## config.mk

```make
export PLATFORM = sky130hd
export DESIGN_NAME = cpc_rom_ctrl
export DESIGN_NICKNAME = d
export VERILOG_FILES = /design/src/rtl/cpc_rom_pkg.sv /design/src/rtl/cpc_bus_edge.sv /design/src/rtl/cpc_rom_ctrl.sv
export SDC_FILE = /design/constraint.sdc
export NUM_CORES = 1
export LEC_CHECK = 0
export ABC_AREA = 1
export CAP_MARGIN = 20
export CORE_MARGIN = 3
export CORE_UTILIZATION = 59
export CTS_BUF_LIST = sky130_fd_sc_hd__clkbuf_4
export DETAILED_ROUTE_END_ITERATION = 10
export GPL_TIMING_DRIVEN = 0
export PLACE_DENSITY = 0.88
export SYNTH_ARGS = -nofsm -noshare
export SYNTH_HDL_FRONTEND = slang
export SYNTH_SLANG_ARGS = --single-unit
```

## constraint.sdc

```tcl
create_clock -name CLK -period 3.73 [get_ports CLK]
set_clock_uncertainty 0.15 [all_clocks]
set_input_delay 0.746 -clock CLK [delete_from_list [all_inputs] [get_ports CLK]]
set_output_delay 0.746 -clock CLK [all_outputs]
set_load 0.05 [all_outputs]
```

## src/rtl/cpc_rom_pkg.sv

```systemverilog
// Shared types and constants for the CPC ROM board controller:
// FSM encodings, unlock bytes and status bit positions.
package cpc_rom_pkg;

   typedef enum logic [1:0] {
      IDLE,
      WPULSE,
      BUSY
   } wr_state_e;

   typedef enum logic [1:0] {
      LK0,
      LK1,
      LK2
   } lk_state_e;

   localparam logic [7:0] UNLOCK_B0 = 8'h55;
   localparam logic [7:0] UNLOCK_B1 = 8'hAA;
   localparam logic [7:0] UNLOCK_B2 = 8'h01;

   localparam int ST_WREN = 0;
   localparam int ST_BUSY = 1;
   localparam int ST_OVR  = 2;

endpackage

```

## src/rtl/cpc_bus_edge.sv

```systemverilog
// Registers a Z80 bus strobe and yields one-cycle rise/fall
// pulses from the registered copy, one event per bus cycle.
module cpc_bus_edge (
   input  logic clk_i,
   input  logic rst_ni,
   input  logic strobe_i,
   output logic rise_o,
   output logic fall_o
);

   logic strb_q;
   logic strb_dly_q;

   // sample the strobe, then keep one cycle of history
   always_ff @(posedge clk_i or negedge rst_ni) begin
      if (!rst_ni) begin
         strb_q     <= 1'b0;
         strb_dly_q <= 1'b0;
      end else begin
         strb_q     <= strobe_i;
         strb_dly_q <= strb_q;
      end
   end

   assign rise_o = strb_q & ~strb_dly_q;
   assign fall_o = ~strb_q & strb_dly_q;

endmodule

```

## src/rtl/cpc_rom_ctrl.sv

```systemverilog
// CPC eight-slot ROM board controller: romsel latch, slot decode,
// unlock handshake and timed 28C256 byte-write sequencer.
module cpc_rom_ctrl
   import cpc_rom_pkg::*;
#(
   parameter logic [7:0] BANK_BASE = 8'd0,
   parameter logic [7:0] SLOT_EN   = 8'hFF,
   parameter logic [7:0] CFG_PORT  = 8'hDC,
   parameter int         WE_CYCLES = 2,
   parameter int         WC_CYCLES = 40000
) (
   input  logic       CLK,
   input  logic       RESET_B,
   input  logic [7:0] A_HI,
   input  logic [7:0] D_IN,
   output logic [7:0] D_OUT,
   output logic       D_OE,
   input  logic       IOREQ_B,
   input  logic       MREQ_B,
   input  logic       RD_B,
   input  logic       WR_B,
   input  logic       M1_B,
   input  logic       ROMEN_B,
   output logic       ROMDIS,
   output logic [3:0] rom_cs_b,
   output logic       rom_a14,
   output logic       rom_oe_b,
   output logic       rom_we_b
);

   localparam int CNT_MAX =
      (WE_CYCLES > WC_CYCLES) ? WE_CYCLES : WC_CYCLES;
   localparam int CW = $clog2(CNT_MAX + 1);
   localparam logic [CW-1:0] WE_LOAD = CW'(WE_CYCLES - 1);
   localparam logic [CW-1:0] WC_LOAD = CW'(WC_CYCLES - 1);

   logic io_wr, io_rd, mem_wr;
   logic io_wr_rise, io_rd_rise, io_rd_fall, mem_wr_rise;
   logic io_wr_fall_unused, mem_wr_fall_unused;

   logic [7:0]    romsel_q;
   logic          wr_en_q;
   logic          ovr_q, ovr_d;
   logic          cfg_rd_q;
   logic          rom_we_b_q;
   logic [CW-1:0] cnt_q;
   lk_state_e     lk_q;
   wr_state_e     wst_q;

   logic cfg_sel, cfg_wr, sel_wr;
   logic hit, upper, busy, wr_hit, ovr_set, ovr_clr;

   assign io_wr  = ~IOREQ_B & ~WR_B;
   assign io_rd  = ~IOREQ_B & ~RD_B;
   assign mem_wr = ~MREQ_B & ~WR_B & M1_B;

   cpc_bus_edge u_io_wr (
      .clk_i   (CLK),
      .rst_ni  (RESET_B),
      .strobe_i(io_wr),
      .rise_o  (io_wr_rise),
      .fall_o  (io_wr_fall_unused)
   );

   cpc_bus_edge u_io_rd (
      .clk_i   (CLK),
      .rst_ni  (RESET_B),
      .strobe_i(io_rd),
      .rise_o  (io_rd_rise),
      .fall_o  (io_rd_fall)
   );

   cpc_bus_edge u_mem_wr (
      .clk_i   (CLK),
      .rst_ni  (RESET_B),
      .strobe_i(mem_wr),
      .rise_o  (mem_wr_rise),
      .fall_o  (mem_wr_fall_unused)
   );

   assign cfg_sel = (A_HI == CFG_PORT);
   assign cfg_wr  = io_wr_rise & cfg_sel;
   assign sel_wr  = io_wr_rise & ~A_HI[5] & ~cfg_sel;

   assign hit   = (romsel_q[7:3] == BANK_BASE[7:3])
                & SLOT_EN[romsel_q[2:0]];
   assign upper = ~ROMEN_B & A_HI[6];
   assign busy  = (wst_q != IDLE);

   assign wr_hit = mem_wr_rise & (A_HI[7:6] == 2'b11)
                 & wr_en_q & hit;

   assign ROMDIS   = hit & upper;
   assign rom_a14  = romsel_q[0];
   assign rom_oe_b = ROMEN_B;
   assign rom_we_b = rom_we_b_q;

   // one chip select low for the selected device pair
   always_comb begin
      rom_cs_b = 4'hF;
      if ((hit & upper) | (wst_q == WPULSE))
         rom_cs_b[romsel_q[2:1]] = 1'b0;
   end

   // ROM-select latch written through the &DFxx port
   always_ff @(posedge CLK or negedge RESET_B) begin
      if (!RESET_B) romsel_q <= 8'h00;
      else if (sel_wr) romsel_q <= D_IN;
   end

   // unlock handshake: 55, AA, 01 on the config port sets wr_en
   always_ff @(posedge CLK or negedge RESET_B) begin
      if (!RESET_B) begin
         lk_q    <= LK0;
         wr_en_q <= 1'b0;
      end else if (cfg_wr) begin
         if (lk_q == LK2 && D_IN == UNLOCK_B2) wr_en_q <= 1'b1;
         else if (!D_IN[0]) wr_en_q <= 1'b0;
         unique case (lk_q)
            LK0:     lk_q <= (D_IN == UNLOCK_B0) ? LK1 : LK0;
            LK1:     lk_q <= (D_IN == UNLOCK_B1) ? LK2 : LK0;
            default: lk_q <= LK0;
         endcase
      end
   end

   // write sequencer: WE pulse, then fixed write-cycle busy time
   always_ff @(posedge CLK or negedge RESET_B) begin
      if (!RESET_B) begin
         wst_q      <= IDLE;
         rom_we_b_q <= 1'b1;
         cnt_q      <= '0;
      end else begin
         unique case (wst_q)
            IDLE: if (wr_hit) begin
               wst_q      <= WPULSE;
               rom_we_b_q <= 1'b0;
               cnt_q      <= WE_LOAD;
            end
            WPULSE: if (cnt_q == '0) begin
               wst_q      <= BUSY;
               rom_we_b_q <= 1'b1;
               cnt_q      <= WC_LOAD;
            end else begin
               cnt_q <= cnt_q - CW'(1);
            end
            BUSY: if (cnt_q == '0) wst_q <= IDLE;
                  else cnt_q <= cnt_q - CW'(1);
            default: wst_q <= IDLE;
         endcase
      end
   end

   // overrun is sticky until a status read ends; set beats clear
   assign ovr_set = wr_hit & busy;
   assign ovr_clr = io_rd_fall & cfg_rd_q;

   always_comb begin
      ovr_d = ovr_q;
      if (ovr_clr) ovr_d = 1'b0;
      if (ovr_set) ovr_d = 1'b1;
   end

   // overrun flag, plus which port the current IO read targeted
   always_ff @(posedge CLK or negedge RESET_B) begin
      if (!RESET_B) begin
         ovr_q    <= 1'b0;
         cfg_rd_q <= 1'b0;
      end else begin
         ovr_q <= ovr_d;
         if (io_rd_rise) cfg_rd_q <= cfg_sel;
      end
   end

   assign D_OE  = io_rd & cfg_sel;
   assign D_OUT = {5'b0, ovr_q, busy, wr_en_q};

endmodule

```

# Yosys cells after proc, flatten, opt, wreduce, memory -nomap -nowiden
# Memory sizes are Yosys's and may differ from the RTL's.
# Index checks and enable logic that the tools add are counted.
[word_totals]
ff_bits = 38
mem_bits_ro = 8
in_bits = 24
out_inout_bits = 17
elab_cells = 102
memories = 1
[classes]
n_addsub = 1
order_cmp = 3
n_eq_ne = 14
n_mux = 22
bitwise_logic = 33
n_reduce_logical = 14
[mem_list]
columns = ["memory", "words", "word_bits", "read_ports", "rd_ports_with_merged_regs", "write_ports", "line_no", "rtl"]
rows = [
  ["(no name shown)", 8, 1, 1, 0, 0, "cpc_rom_ctrl.sv:86", "& SLOT_EN[romsel_q[2:0]];"],
]
[op_table]
columns = ["op", "n"]
rows = [
  ["16-bit two-way mux", 3],
  ["16-bit case mux with 3 select lines", 1],
  ["1-bit AND", 20],
  ["8-bit == test (second input constant)", 2],
  ["16-bit logical NOT", 1],
  ["16-bit by 1-bit subtractor with 16-bit output (second input constant)", 1],
  ["1-bit inverter", 11],
  ["1-bit two-way mux", 9],
  ["3-bit AND reduction", 3],
  ["8-bit by 1-bit == test with 1-bit output (second input constant)", 1],
  ["8-bit by 7-bit == test with 1-bit output (second input constant)", 1],
  ["2-bit two-way mux", 4],
  ["2-bit == test (second input constant)", 3],
  ["2-bit != test (second input constant)", 3],
  ["2-bit case mux with 3 select lines", 1],
  ["2-bit nonzero test", 3],
  ["5-bit logical NOT", 1],
  ["2-bit by 1-bit == test with 1-bit output (second input constant)", 2],
  ["2-bit logical NOT", 2],
  ["3-bit by 4-bit less-than comparator with 1-bit output (second input constant)", 1],
  ["4-bit two-way mux", 1],
  ["2-bit by 1-bit != test with 1-bit output (second input constant)", 2],
  ["4-bit inverter", 1],
  ["2-bit case mux with 2 select lines", 1],
  ["8 further kinds", 9],
]

# Longest topological paths before layout
[depth]
word_depth = 7
ltp_mapped = 12
ltp_nobuf = 11

# Hierarchy
# A second synthesis with hierarchy kept.
[unflattened]
hier_cells = 308
area_unflattened_um2 = 2352.3
[by_module_without_submodules]
columns = ["mod", "n_inst", "cells_each", "area_each_um2", "seq_area_each_um2"]
rows = [
  ["cpc_rom_ctrl", 1, 290, 2157.1, 802.0],
  ["cpc_bus_edge", 3, 6, 65.1, 50.0],
]

# Least setup slack after synthesis
# OpenSTA, ideal clock, no wires.
[synth_path]
path_type = "in2out"
startpoint = "input port A_HI[6]"
endpoint = "output port rom_cs_b[0]"
t_arrival_ns = 2.112
t_required_ns = 2.834
slack_ns = 0.722
cell_stages = 4
path_buffers = 0
cell_sequence = "nand2_1 nor2_1 or2_2 nand3_1"
[synth_between]
elab_chain_len = 4
[synth_rtl]
columns = ["element", "line_no", "rtl"]
rows = [
  ["start, declared", "cpc_rom_ctrl.sv:14", "input logic [7:0] A_HI,"],
  ["1-bit AND", "cpc_rom_ctrl.sv:87", "assign upper = ~ROMEN_B & A_HI[6];"],
  ["1-bit AND", "n/a", ""],
  ["named net ROMDIS", "cpc_rom_ctrl.sv:24", "output logic ROMDIS,"],
  ["1-bit bitwise OR", "cpc_rom_ctrl.sv:101", "if ((hit & upper) | (wst_q == WPULSE))"],
  ["4-bit two-way mux", "cpc_rom_ctrl.sv:101", ""],
  ["end, declared", "cpc_rom_ctrl.sv:25", "output logic [3:0] rom_cs_b,"],
]
# The timed path passes the listed nets, and every way through them passes these cells.

# Worst setup path in the final report
[layout_path]
startpoint = "input port A_HI[6]"
endpoint = "output port D_OE"
[layout_between]
elab_chain_len = 2
[layout_rtl]
columns = ["element", "line_no", "rtl"]
rows = [
  ["8-bit == test", "cpc_rom_ctrl.sv:81", "assign cfg_sel = (A_HI == CFG_PORT);"],
  ["1-bit AND", "cpc_rom_ctrl.sv:175", "assign D_OE = io_rd & cfg_sel;"],
  ["end, declared", "cpc_rom_ctrl.sv:17", "output logic D_OE,"],
]
# No other way between the ends.

==> results.md <==
* Worst-path cell chain: clkdlybuf4s50_1 -> nand2_1 -> nor3_2 -> nand2_1 -> nor3_1 -> clkdlybuf4s50_1
* Die footprint at 4770 um2
* First-pass GRT wire length at 8.29 mm
* Power per cell area at 275 nW/um2
* Remaining Overflow, GRT at 0
* Post-synthesis sequential area ratio at 40.6%
* Yosys top cell by area: dfrtp_1
* Post-route non-filler standard cell count at 406
* Drt wl/cell at 11.7 um
* Number of synthesized flops with an enable pin at 0
* Clock Path Buffers at 2
* Worst path slowest cell: clkdlybuf4s50_1
* Vias in the first global route at 1960
* R2R depth at 8
* Syn_area_per_cell at 7.54 um2
* Critical Path AT at 2.59 ns
* Hold Fails Final Rpt at 0
* Slew Limit Headroom at 46.1%
* Reg power frac at 57.2%
* Critical path buffers and inverters at 2
* MaxCap Viol Count at 0
* TritonRoute pass-1 iters at 4
* Worst skew pair latency at 0.35 ns
* Height of the die at 69.1 um
* Adder-cell area share of the yosys netlist at 3.20%
* Crit Path Max Fanout at 3
* Critical path required time at 2.83 ns
* Placed Cells at 398
* Synth-to-Final Area Change at 20.3%
* Sink of the worst hold path: u_io_wr.strb_dly_q
* Synth Area in Compound Gates at 6.13%
* Routed Wire Length at 4.75 mm
* Count of hold-fix buffers inserted at cts at 0
* Yosys top cell area share at 39.5%
* Hold_sp: u_io_wr.strb_q
* Layout net count at 387
* Final setup violation count at 0
* Post-Synth XOR/XNOR Area at 1.49%
* GP Congestion at 0.838
* RSZ-0062 raised after global routing: no
* Commonest non-fill, non-tap cell in the layout: nand2_1
* Clock share of power at 28.3%
* Antenna cells at 0
* Leak at 1.38 nW
* R2R Path End: cnt_q[13]
* Post-Syn Instances at 311
* Clock Root Buffer: clkbuf_4
* Synth Register Bits at 38
* Switch Pwr at 0.211 mW
* Mux cell area share after synthesis at 0%
* Synth top area cells: dfrtp_1 (39%), nand2_1 (14%), nand3_1 (7.3%)
* Least-Margin Pin Slew at 0.808 ns
* Simple-gate area share of the yosys netlist at 38.0%
* Tcrit/Tclk final at 93.4%
* Main synth FF type: dfrtp_1
* CTS Buf Count at 5
* Initial Utilization at 62.7%
* Synth Warn # at 0
* Synth unique cells at 31
* Core area at 3740 um2
* Post-DRT Antenna Nets at 0
* Family with the most delay on the worst path: buffers and inverters
* GRT Util Overall at 21.0%
* HPWL Detailed at 3.74 mm
* Cell Area, Synth at 2350 um2
* PortBufs at 35
* Vias after detailed routing at 2035
* Crit Reg-Reg Startpoint: wst_q[1]
* TritonCTS clock tree: built
* Sw Ratio at 27.1%
* R2R setup slack at 1.77 ns
* Max Slew Vio Count at 0
* Critical Path Sink Type: primary output
* Remaining DRCs at 0
* Status: completed
* # IOs at 41
* Startpoint types: primary input
* WS Path Type: primary input to primary output
* Most frequent cells in the layout: nand2_1 (88), inv_1 (39), dfrtp_1 (37)
* Post-CTS setup buffers at 0
* Hold crit path type: register to register
* Setup TNS Final at 0 ns
* Htree depth at 2
* FMAX at 287 MHz
* Stages on worst setup path at 6
* Die Wd at 69.1 um
* # fillers at 308
* Combinational power share at 14.5%
* CTS resizes at 0
* Async set-reset flop share out of synthesis at 100%
* Layout cells sized above 1 at 14.8%
* Largest family of logic cells by synthesized area: simple AND/OR/NAND/NOR gates
* Post-DR vias/cell at 5.01
* Max incr delay on CP at 0.85 ns
* Pin count of the biggest net entering global routing at 39
* Clock sink total at 38
* VDD IR-drop max at 0.229 mV
* Cell Int Power at 0.566 mW
* Min Tclk post-route at 3.48 ns
* Clock slew at reported path FFs at 0.10 ns
* Antenna violations before repair at 0
* Min-Delay Path Depth at 0
* Initial drt markers at 155
* Row cnt at 22
worst max-delay path by stage:
stage,start,to,slack [ns]
final,A_HI[6],D_OE,0.25
after global placement,A_HI[6],D_OE,0.30
after CTS,A_HI[6],D_OE,0.24
after floorplan,A_HI[6],rom_cs_b[0],0.72
after detailed placement,A_HI[6],D_OE,0.24
after global routing,A_HI[6],D_OE,0.14
power groups by stage:
stage / sequential (mW) / clock (mW) / combinational (mW)
finish: 0.445 / 0.220 / 0.113
floorplan: 0.457 / 0 / 0.0576
global route: 0.447 / 0.238 / 0.124
CTS: 0.445 / 0.223 / 0.114
global placement: 0.452 / 0 / 0.112
detailed placement: 0.453 / 0 / 0.114
per-layer routing:
layer  GRT usage (%)  vias to the layer above  routed length, um  share of wire, %
li1                -                     1066                  -                 -
met1            25.9                      928               2080                44
met2            36.4                       36               2420                51
met3            5.10                        5                203               4.3
met4            5.86                        0                 46              0.97
met5               0                        -                  0                 0
registers in the layout, summed over array words and instances, names as in the netlist:
name / flops
u_io_rd.strb_q: 1
u_mem_wr.strb_q: 1
romsel_q: 8
wr_en_q: 1
ovr_q: 1
wst_q: 2
u_mem_wr.strb_dly_q: 1
u_io_wr.strb_q: 1
cnt_q: 16
u_io_rd.strb_dly_q: 1
rom_we_b: 1
cfg_rd_q: 1
u_io_wr.strb_dly_q: 1
lk_q: 2
Yosys cell counts (2+ instances only):
cell type,instances
nand3_2,2
nand3_1,34
nor3_1,2
buf_6,2
nor4_1,3
a21oi_1,3
nor2_4,6
nor2_2,10
o21ai_2,3
nand2_4,2
nand4_1,3
o21ai_0,16
dfrtp_1,37
xor2_1,4
ha_1,6
nor2_1,26
inv_1,39
nand2_1,88
buf_4,9
nand2_2,5
per-stage QoR:
step	hold WS [ns]	util, %	total power [mW]	instance area, um2	worst slack [ns]
6_report	0.237	75.4	0.777	2820	0.246
5_1_grt	0.248	75.4	0.810	2820	0.139
4_1_cts	0.240	75.4	0.782	2820	0.236
3_5_place_dp	0.211	73.9	0.566	2770	0.235
3_3_place_gp	0.207	74.0	0.564	2770	0.302
2_1_floorplan	0.204	-	0.515	2360	0.722
final cells by class:
class | count | area (um2) | share of cell area (%)
Sequential cell | 38 | 952 | 33.7
Multi-Input combinational cell | 225 | 1160 | 41.2
Inverter | 40 | 150 | 5.32
Buffer | 12 | 95.1 | 3.37
Clock buffer | 7 | 52.6 | 1.86
Clock inverter | 1 | 3.75 | 0.133
Tap cell | 48 | 60.1 | 2.13
Timing Repair Buffer | 35 | 345 | 12.2
cell families after synthesis:
logic type | Yosys count
adder cells (fa/ha/maj) | 6
other | 1
AND/OR/NAND/NOR | 185
buffers and inverters | 52
XOR/XNOR | 4
AO/OA/AOI/OAI | 25
flip-flops | 38
(Power assumes the default switching activity.)
